### src/rtl/mem_port_arbiter.sv
// Shares one memory port between a CPU and a ones'-complement counter
// increment unit; the counter has priority but never starves the CPU.
module mem_port_arbiter (
  input  logic        clk,
  input  logic        rst_n,
  input  logic        cpu_req,
  input  logic        cpu_we,
  input  logic [2:0]  cpu_eBank,
  input  logic [4:0]  cpu_fBank,
  input  logic        cpu_superBank,
  input  logic [11:0] cpu_addr,
  input  logic [15:0] cpu_wdata,
  output logic        cpu_ack,
  output logic [15:0] cpu_rdata,
  input  logic        ctr_req,
  input  logic        ctr_op,
  input  logic [11:0] ctr_addr,
  output logic        ctr_ack,
  output logic        ctr_ovf,
  output logic [2:0]  mem_eBank,
  output logic [4:0]  mem_fBank,
  output logic        mem_superBank,
  output logic [11:0] mem_addr,
  output logic [15:0] mem_wdata,
  output logic        mem_we,
  input  logic [15:0] mem_rdata
);

  typedef enum logic [1:0] {
    IDLE    = 2'd0,
    GNT_CPU = 2'd1,
    CTR_RD  = 2'd2,
    CTR_WR  = 2'd3
  } state_t;

  state_t      state_r, nextState_s;
  logic        cpuElig_s, ctrElig_s, grantCpu_s, grantCtr_s;
  logic        lastCtr_r, lastCtr_s;
  logic        ctrOp_r, ctrOp_s;
  logic        ovf_r, ovf_s;
  logic [15:0] step_s;
  logic [2:0]  memEBank_s;
  logic [4:0]  memFBank_s;
  logic        memSuperBank_s;
  logic [11:0] memAddr_s;
  logic [15:0] memWdata_s;
  logic        memWe_s;
  logic        cpuAck_s, ctrAck_s, ctrOvf_s;
  logic [15:0] cpuRdata_s;

  // 15-bit ones'-complement +1/-1; result is {overflow, 15-bit value}
  function automatic logic [15:0] onesCompStep(input logic minc, input logic [14:0] v);
    logic [15:0] res;
    if (minc) begin
      if (v == 15'h4000)      res = {1'b1, 15'h7FFF};
      else if (v == 15'h0000) res = {1'b0, 15'h7FFE};
      else                    res = {1'b0, v - 15'd1};
    end else begin
      if (v == 15'h3FFF)      res = {1'b1, 15'h0000};
      else if (v == 15'h7FFF) res = {1'b0, 15'h0001};
      else                    res = {1'b0, v + 15'd1};
    end
    return res;
  endfunction

  // State register
  always_ff @(posedge clk or negedge rst_n) begin
    if (!rst_n) state_r <= IDLE;
    else        state_r <= nextState_s;
  end

  // Arbitration and next-state selection
  always_comb begin
    cpuElig_s   = cpu_req & ~cpu_ack;
    ctrElig_s   = ctr_req & ~ctr_ack;
    grantCtr_s  = 1'b0;
    grantCpu_s  = 1'b0;
    nextState_s = state_r;
    case (state_r)
      IDLE: begin
        // a counter grant last time hands this arbitration to a waiting CPU
        if (ctrElig_s && !(lastCtr_r && cpuElig_s)) begin
          grantCtr_s  = 1'b1;
          nextState_s = CTR_RD;
        end else if (cpuElig_s) begin
          grantCpu_s  = 1'b1;
          nextState_s = GNT_CPU;
        end else begin
          nextState_s = IDLE;
        end
      end
      GNT_CPU: nextState_s = IDLE;
      CTR_RD:  nextState_s = CTR_WR;
      CTR_WR:  nextState_s = IDLE;
      default: nextState_s = IDLE;
    endcase
  end

  // Next values for the registered memory port, acks and internal latches
  always_comb begin
    memEBank_s     = 3'd0;
    memFBank_s     = 5'd0;
    memSuperBank_s = 1'b0;
    memAddr_s      = 12'd0;
    memWdata_s     = 16'd0;
    memWe_s        = 1'b0;
    cpuAck_s       = 1'b0;
    ctrAck_s       = 1'b0;
    ctrOvf_s       = 1'b0;
    lastCtr_s      = lastCtr_r;
    ctrOp_s        = ctrOp_r;
    ovf_s          = ovf_r;
    step_s         = onesCompStep(ctrOp_r, mem_rdata[14:0]);
    case (nextState_s)
      GNT_CPU: begin
        memEBank_s     = cpu_eBank;
        memFBank_s     = cpu_fBank;
        memSuperBank_s = cpu_superBank;
        memAddr_s      = cpu_addr;
        memWdata_s     = cpu_wdata;
        memWe_s        = cpu_we;
        lastCtr_s      = 1'b0;
      end
      CTR_RD: begin
        memAddr_s = ctr_addr;
        ctrOp_s   = ctr_op;
        lastCtr_s = 1'b1;
      end
      CTR_WR: begin
        memAddr_s  = mem_addr;
        memWe_s    = 1'b1;
        memWdata_s = {mem_rdata[15], step_s[14:0]};
        ovf_s      = step_s[15];
      end
      IDLE: begin
        cpuAck_s = (state_r == GNT_CPU);
        ctrAck_s = (state_r == CTR_WR);
        ctrOvf_s = (state_r == CTR_WR) && ovf_r;
      end
      default: begin
        memWe_s = 1'b0;
      end
    endcase
    if (state_r == GNT_CPU) cpuRdata_s = mem_rdata;
    else                    cpuRdata_s = cpu_rdata;
  end

  // Output and latch registers; reset drops mem_we without waiting for a clock
  always_ff @(posedge clk or negedge rst_n) begin
    if (!rst_n) begin
      mem_eBank     <= 3'd0;
      mem_fBank     <= 5'd0;
      mem_superBank <= 1'b0;
      mem_addr      <= 12'd0;
      mem_wdata     <= 16'd0;
      mem_we        <= 1'b0;
      cpu_ack       <= 1'b0;
      cpu_rdata     <= 16'd0;
      ctr_ack       <= 1'b0;
      ctr_ovf       <= 1'b0;
      lastCtr_r     <= 1'b0;
      ctrOp_r       <= 1'b0;
      ovf_r         <= 1'b0;
    end else begin
      mem_eBank     <= memEBank_s;
      mem_fBank     <= memFBank_s;
      mem_superBank <= memSuperBank_s;
      mem_addr      <= memAddr_s;
      mem_wdata     <= memWdata_s;
      mem_we        <= memWe_s;
      cpu_ack       <= cpuAck_s;
      cpu_rdata     <= cpuRdata_s;
      ctr_ack       <= ctrAck_s;
      ctr_ovf       <= ctrOvf_s;
      lastCtr_r     <= lastCtr_s;
      ctrOp_r       <= ctrOp_s;
      ovf_r         <= ovf_s;
    end
  end

endmodule
### config.mk
export PLATFORM = sky130hd
export DESIGN_NAME = mem_port_arbiter
export DESIGN_NICKNAME = d
export VERILOG_FILES = /design/src/rtl/mem_port_arbiter.sv
export SDC_FILE = /design/constraint.sdc
export NUM_CORES = 1
export LEC_CHECK = 0
export CAP_MARGIN = 30
export CORE_MARGIN = 2
export CORE_UTILIZATION = 43
export CTS_CLUSTER_SIZE = 40
export DETAILED_ROUTE_END_ITERATION = 6
export PLACE_DENSITY = 0.92
export SLEW_MARGIN = 5
export SYNTH_ARGS = -nofsm -noshare
export SYNTH_HDL_FRONTEND = slang
export SYNTH_SLANG_ARGS = --single-unit
### constraint.sdc
create_clock -name clk -period 2.25 [get_ports clk]
set_input_delay 0.45 -clock clk [delete_from_list [all_inputs] [get_ports clk]]
set_output_delay 0.45 -clock clk [all_outputs]
set_load 0.05 [all_outputs]
Yosys cells after proc, flatten, opt, wreduce, memory -nomap -nowiden
Index checks and enable logic that the tools add are counted.
W data, S select, Z words.
- order comparisons: 0
- equal/unequal tests: 9
- multiplexer cells: 18
- reduce and logical (&&, ||, !) cells: 9
- $mul: 0
- div/mod/pow operators: 0
- shift operators: 0
- add/subtract/negate cells: 2
- bitwise operators: 4
- operators by type and width (kind ; number):
    $mux W16 ; 3
    $pmux W12 S3 ; 1
    $pmux W16 S2 ; 1
    $eq A15 B15 Y1 const B ; 2
    $mux W15 ; 2
    $add A15 B1 Y15 const B ; 1
    $eq A15 B14 Y1 const B ; 1
    $logic_not A15 Y1 ; 1
    $sub A15 B1 Y15 const B ; 1
    $eq A2 B2 Y1 const B ; 4
    $pmux W2 S3 ; 1
    $mux W1 ; 5
    $mux W5 ; 1
    $eq A2 B1 Y1 const B ; 2
    $logic_not A2 Y1 ; 2
    $pmux W1 S2 ; 2
    $logic_and A1 B1 Y1 ; 3
    $mux W3 ; 1
    $and A1 B1 Y1 ; 2
    $mux W2 ; 1
    $not A1 Y1 ; 2
    $reduce_bool A2 Y1 ; 1
    $reduce_or A2 Y1 ; 1
    $logic_not A1 Y1 ; 1
- RAM bits: 0
- bits of input ports: 71
- ROM bits: 0
- memories kept: 0
- logic and storage cells: 56
- latch bits: 0
- register bits after elaboration: 62
- output and inout port bits: 57

Longest topological paths before layout
- word-level depth: 9
- mapped depth: 9
- mapped depth without buffers: 8

Worst setup path after synthesis
Ideal clock, no wire load.
- kind: register to register
- start point: reg ctr_ack
- end point: reg mem_addr[10]
- arrival: 1.995 ns
- setup time: 0.133 ns
- setup slack: 0.122 ns
- stages on the path, launching flop included: 10
- period minus slack after synthesis: 2.128 ns
- path through: dfrtp_1 nand2b_1 a21oi_1 nor2_1 or2_2 ha_1 clkbuf_1 clkbuf_1 a22oi_1 o21ai_0
- cells in the longest elaborated chain, start to end: 7
- elaborated cells on any way between the ends: 9
- classes of those cells: eq/ne (3); mux (3); bitwise (2); reduce/logical (1)
- RTL lines (item ; line ; source):
    from (decl) ; 18 ; output logic ctr_ack,
    from (signal assigned) ; 173 ; ctr_ack <= ctrAck_s;
    $not A1 Y1 (*) ; 75 ; ctrElig_s = ctr_req & ~ctr_ack;
    $and A1 B1 Y1 (*) ; 75 ;
    $logic_and A1 B1 Y1 (*) ; 82 ; if (ctrElig_s && !(lastCtr_r && cpuElig_s)) begin
    $mux W2 (*) ; 82 ;
    $pmux W2 S3 (*) ; 79 ; case (state_r)
    $eq A2 B2 Y1 or $eq A2 B1 Y1 (tied branches) ; 114 ; case (nextState_s)
    $pmux W12 S3 ; 114 ;
    to (signal assigned) ; 168 ; mem_addr <= memAddr_s;
    to (decl) ; 23 ; output logic [11:0] mem_addr,
Every way passes the cells marked *; elsewhere a longest branch is shown, timed or not.
A chain may end at the register's enable or synchronous reset.

Final worst setup path
- start point: in cpu_req
- end point: reg mem_addr[8]
- cells in the longest elaborated chain, start to end: 8
- elaborated cells on any way between the ends: 11
- classes of those cells: eq/ne (3); mux (4); bitwise (1); reduce/logical (3)
- RTL lines (item ; line ; source):
    from (decl) ; 6 ; input logic cpu_req,
    $and A1 B1 Y1 (*) ; 74 ; cpuElig_s = cpu_req & ~cpu_ack;
    $logic_and A1 B1 Y1 ; 82 ;
    $logic_not A1 Y1 ; 82 ;
    $logic_and A1 B1 Y1 ; 82 ;
    $mux W2 (*) ; 82 ;
    $pmux W2 S3 (*) ; 79 ;
    $eq A2 B2 Y1 or $eq A2 B1 Y1 (tied branches) ; 114 ;
    $pmux W12 S3 ; 114 ;
Marked as above.

==> metrics.md <==
| Metric | Value |
|---|---|
| Status | complete, no violations |
| IO Pins | about 130 |
| CP Class | input pin to flop |
| Clock Skew | ~6.4 ps |
| Worst EP arrival | roughly 2400 ps |
| Post-synthesis register bit count | slightly above 60 |
| Nets | 539 |
| Clock-pin slew on the worst setup and hold paths | ~80 ps |
| Hold_buf cts | 0 |
| Worst setup EP type | flop |
| Final non-filler cell area | roughly 0.0049 mm2 |
| Pwr per Cell Area | 1360 mW/mm2 |
| Mux contribution to synthesized area | 0.0549 |
| Area of the multi-input gates | approximately 0.0014 mm2 |
| Via/cell ratio | 5.19 |
| Hold WS | about 78 ps |
| Area contributors post-synth | dfrtp_1 51%, nand2_1 5.4%, o21ai_0 5.4%, mux2_2 5.2%, a22oi_1 3.2% |
| Worst IR Drop VDD | about 0.79 mV |
| Critical Path RT | 2500 ps |
| Final setup viols | 0 |
| Syn Area/Cell | ~10 um2 |
| Final GP Congestion | slightly above 0.9 |
| Number of global-route vias before repair | around 2900 |
| DP Area | 0.00468 mm2 |
| Die width | 88.3 um |
| Post-CTS Setup Inserts | 0 |
| Register area share after synthesis | 0.508 |
| Vias | 2928 |
| Startpoint Class | input pin |
| Detailed-router iteration count before antenna repair | 5 |
| Slew of the pin with the lowest slew margin | 775 ps |
| Max clock buf depth | 2 |
| Simple-gate share of the synthesized area | 0.187 |
| FFs w/ async S/R, synth | 1.00 |
| Antenna-violating nets left | 0 |
| FF/Latch Area | between 0.0015 and 0.002 mm2 |
| Post-Synthesis Cells | between 300 and 400 |
| # fillers | 530 |
| # clock sinks | between 60 and 70 |
| Die area | a little under 0.008 mm2 |
| Top FF cell, synth | dfrtp_1 |
| Yosys cell types | 43 |
| Period utilisation layout | 0.940 |
| Port bufs | 127 |
| CORE AREA | about 0.007 mm2 |
| Inst Count DP | ~550 |
| Total gr overflow | 0 |
| Hold Path Class | input pin to asynchronous set/reset pin |
| Largest net degree at the start of global routing | 43 |
| Maximum fanout along the worst path | 12 |
| Initial antenna violation count | 0 |
| Root Driver | clkbuf_8 |
| Finished Layout Cells | between 500 and 600 |
| TritonCTS clock tree | built |
| Max Freq | between 400 and 500 MHz |
| Post-synth top cells | 62 x dfrtp_1, 44 x nand2_1, 33 x o21ai_0 |
| Max-Slew Margin vs Limit | 0.482 |
| H-tree levels | 3 |
| Top cell type's share of synthesized area | 0.508 |
| Top-count cell post-synth | dfrtp_1 |
| Number of flops mapped to enable cells by yosys | 0 |
| Max-Cap Viols | 0 |
| N_diodes | 0 |
| Die height | about 90 um |
| RSZ-0062 raised after global routing | false |
| Min cycle time layout | 2120 ps |
| Inserted Clock Buffers | 9 |
| Cell Rows | 30 |
| Initial Util | 0.447 |
| DRT Wirelength | approximately 9.0 mm |
| DRC | 0 |
| Largest family of logic cells by synthesized area | simple AND/OR/NAND/NOR gates |
| Global Route Usage Sum | 0.236 |
| Static leakage | between 2 and 2.5 nW |
| Ratio of cells with drive above 1 in the final layout | 0.167 |
| DR WL/cell | ~16 um |
| Area leader, netlist | dfrtp_1 |
| Final Slew Violations | 0 |
| Clk Latency, worst-skew pair | 340 ps |
| XOR/XNOR Fraction of Synth Area | 0.0401 |
| Adder-cell share of the synthesized area | 0.0205 |
| Initial DRC Count | 210 |
| Fin util | 0.719 |
| Final TNS setup | 0 ps |
| Final Hold Viols | 0 |
| Warnings from Yosys | 0 |
| Synth Area in Compound Gates | 0.154 |
| DPL Wire Length | slightly below 7 mm |
| Synth Net Count | 380 |
| Layout Area Growth over Synthesis | 60.7% |
| Area of the mapped netlist | about 0.003 mm2 |
| First-pass GRT wire length | 14.0 mm |
[critical path: stages]
cell             delay (ps)
clkdlybuf4s50_1         390
nor2b_1                 130
a21oi_1                 150
nor2_1                   50
or2_2                   300
ha_1                    290
nand2b_1                320
o21ai_0                 280
[kinds of logic (layout without fill, tap and decap cells)]
family                     after synthesis  after routing
adders and majority gates                5              5
muxes                                   15             15
and+or+nand+nor                        106            106
xor gates and xnor gates                14             14
DFF                                     62             62
buffers and inverters                   27            191
AOI/OAI and AO/OA                       75             75
[final timing paths]
path                                          from  slack [ps]                      end  cells past startpoint
setup / recovery                           cpu_req         130  mem_addr[8]$_DFFE_PN0P_                      8
hold / removal                               rst_n          80   mem_eBank[1]$_DFF_PN0_                      1
min in group clk           mem_addr[7]$_DFFE_PN0P_         480  mem_addr[7]$_DFFE_PN0P_                      2
max in group asynchronous                    rst_n        1570  mem_addr[9]$_DFFE_PN0P_                      2
setup reg to reg                 ctr_ack$_DFF_PN0_         250  mem_addr[8]$_DFFE_PN0P_                      7
hold reg to reg            mem_addr[7]$_DFFE_PN0P_         480  mem_addr[7]$_DFFE_PN0P_                      2
[through the flow]
step	power, mW	worst slack, ps
floorplan	4.13	122
global placement	5.46	-104
detailed placement	5.57	-257
CTS	6.73	104
global route	7.03	37.6
finish	6.70	135
[sequential cells by signal (all words and copies together), names as in the netlist]
name / cells
mem_fBank: 5
state_r: 2
cpu_ack: 1
mem_addr: 12
cpu_rdata: 16
mem_superBank: 1
ctr_ack: 1
ovf_r: 1
mem_eBank: 3
ctr_ovf: 1
mem_we: 1
mem_wdata: 16
lastCtr_r: 1
ctrOp_r: 1
[metal layers]
layer	part of all wire	global-route usage
met1	0.43	0.309
met3	0.071	0.0709
met2	0.48	0.379
met5	0	0
met4	0.026	0.0758
[timing repair]
item                       in CTS  in global routing
gates resized for setup         0                  1
hold endpoints to repair        0                  0
setup endpoints to repair       0                  1
[where the power goes]
group	switching, mW	leakage, nW	internal [mW]	total (mW)
registers	0.197	0.797	1.54	1.74
clock network	0.494	0.117	0.641	1.13
logic	2.44	1.22	1.39	3.82
total	3.13	2.13	3.57	6.70
[layout by cell type, fill, tap and decap left out, types with 3 or more instances in the layout]
| cell type | netlist | layout |
|---|---|---|
| xor2_1 | 10 | 10 |
| a31oi_1 | 6 | 6 |
| and2_1 | 12 | 12 |
| nor2_1 | 9 | 9 |
| o21ai_1 | 2 | 3 |
| xnor2_1 | 4 | 4 |
| and4_1 | 4 | 4 |
| nand2b_1 | 3 | 3 |
| buf_4 | 1 | 37 |
| nor4_1 | 3 | 3 |
| clkbuf_8 | 0 | 9 |
| nor3_1 | 8 | 8 |
| clkdlybuf4s50_1 | 0 | 126 |
| inv_1 | 9 | 9 |
| a21oi_1 | 9 | 9 |
| nand4_1 | 4 | 4 |
| inv_6 | 0 | 3 |
| o211ai_1 | 3 | 3 |
| dfrtp_1 | 62 | 62 |
| mux2_2 | 14 | 14 |
| ha_1 | 5 | 5 |
| a22oi_1 | 13 | 13 |
| nand2_1 | 44 | 44 |
| nand3_1 | 8 | 8 |
| o21ai_0 | 33 | 32 |
[layout make-up]
class / count / share of cell area
clock buffer: 9 / 0.0252
inverter: 9 / 0.00688
sequential: 62 / 0.316
tap: 96 / 0.0245
clock inverter: 7 / 0.0209
timing repair buffer: 166 / 0.323
multi-input combinational: 215 / 0.284
Note: power is estimated with default switching activity, not from simulation.
==> RTL change, RTL diff (same settings) <==
Re-encode `state_t` (4 states) as one-hot, 4 bits wide.
--- a/src/rtl/mem_port_arbiter.sv
+++ b/src/rtl/mem_port_arbiter.sv
@@ -26,11 +26,11 @@
   input  logic [15:0] mem_rdata
 );
 
-  typedef enum logic [1:0] {
-    IDLE    = 2'd0,
-    GNT_CPU = 2'd1,
-    CTR_RD  = 2'd2,
-    CTR_WR  = 2'd3
+  typedef enum logic [3:0] {
+    IDLE    = 4'b0001,
+    GNT_CPU = 4'b0010,
+    CTR_RD  = 4'b0100,
+    CTR_WR  = 4'b1000
   } state_t;
 
   state_t      state_r, nextState_s;
Function: same outputs for any inputs over 10 cycles, from zero or initial values and one cycle with rst_n low; not proved beyond that.
==> RTL change against the unedited design <==
  * Hold slack better by 0.029 ns
  * Worst setup slack got worse by 0.055 ns
  * Design area is 2.1% higher
  * Wire length fell by 0.34%
  * Sequential cell count is 2 higher
  * Clock skew grew 0.0059 ns
  * Area after synthesis grew 2.5%
  * Power is 8.8% lower
  * Cell count is 2.0% lower
  * Critical path type unchanged
  * Critical endpoint is now mem_wdata[13]
  * Highest routed layer unchanged
==> RTL change: results (changes against the unedited design) <==
status finished, final reports clean (unchanged); Flop pwr share 30.4% (was 25.9%); Pwr Density 1219 nW/µm² (was 1364 nW/µm²); top post-synthesis cells by area dfrtp_1 50%, mux2_2 6.1%, a222oi_1 3.8% (was dfrtp_1 51%, nand2_1 5.4%, o21ai_0 5.4%); Buffers, non-clock 173 (was 166); Layout clock area frac 3.743% (was 4.613%); Synth Instances 286 (was 304); share of the yosys chip area belonging to registers 51.18% (was 50.78%); Routed WL 9001 µm (was 9032 µm); Netlist cell types 54 (was 43); Final #Nets 523 (was 539); met1 wire length 3695 µm (was 3843 µm); Initial DRT Pass Iterations 7 (was 5); nonclk inv count 18 (was 9); mux contribution to synthesized area 6.752% (was 5.487%); met1 Usage GRT 29.65% (was 30.87%); met3 wire length 586 µm (was 639 µm); Synth Area in Adders 1.199% (was 2.048%); first-pass GRT wire length 14350 µm (was 14030 µm); Worst Setup SP mem_rdata[3] (was cpu_req); Starting DRT DRC Count 271 (was 210); Sink Count 64 (was 62); reg2reg end mem_fBank[3] (was mem_addr[8]); Max Fclk 0.4608 GHz (was 0.4728 GHz); Int Power 3.350 mW (was 3.568 mW); GP Congestion 0.9240 (was 0.9216); Worst IR Drop VDD 1.054 mV (was 0.7940 mV); CP Capture Point mem_wdata[13] (was mem_addr[8]); vias in the first global route 2945 (was 2910); met2 GRT Util 39.60% (was 37.94%); dpl cells 537 (was 548); most common library cells after synthesis 63 x dfrtp_1, 18 x inv_1, 17 x mux2_2, 17 x nand2_1, 13 x and2_1 (was 62 x dfrtp_1, 44 x nand2_1, 33 x o21ai_0); worst r2r src state_r[0] (was ctr_ack); sequential cell area share 31.97% (was 31.60%); Worst-Margin Slew 0.6488 ns (was 0.7754 ns); dpl ws -0.3487 ns (was -0.2569 ns); DR WL met2 4553 µm (was 4318 µm); Critical Path Fanout Max 4 (was 12); WP data arrival 2.40 ns (was 2.37 ns); Vias/cell 5.284 (was 5.191); reg-to-reg slack, setup 0.28 ns (was 0.25 ns)
[RTL change: through the flow]
| stage | hold WS, ns | power (mW) |
|---|---|---|
| finish | 0.1068 | 6.111 |
| global route | 0.1484 | 6.384 |
| CTS | 0.1171 | 6.150 |
| detailed placement | 0.4853 | 5.188 |
| global placement | 0.4682 | 5.113 |
| floorplan | 0.1544 | 3.920 |
[RTL change: worst reg2reg max path, cell delays in order (launching register included)]
cell and delay, ns:
dfstp_2 0.59, nor4b_1 0.39, o211a_1 0.40, buf_4 0.26
buf_4 0.15, and2_1 0.13
[RTL change: cells by family (layout without fill, tap and decap cells)]
logic type | after synthesis | in the layout
flops | 64 | 64
buf+inv | 39 | 207
xor+xnor | 13 | 13
compound gates | 62 | 62
simple gates | 86 | 86
mux | 19 | 19
fa+ha+maj | 3 | 3
[RTL change: timing repair]
action | in CTS | in global routing
setup endpoints to repair | 0 | 11
endpoints found under the hold margin | 0 | 0
resized for setup | 0 | 5
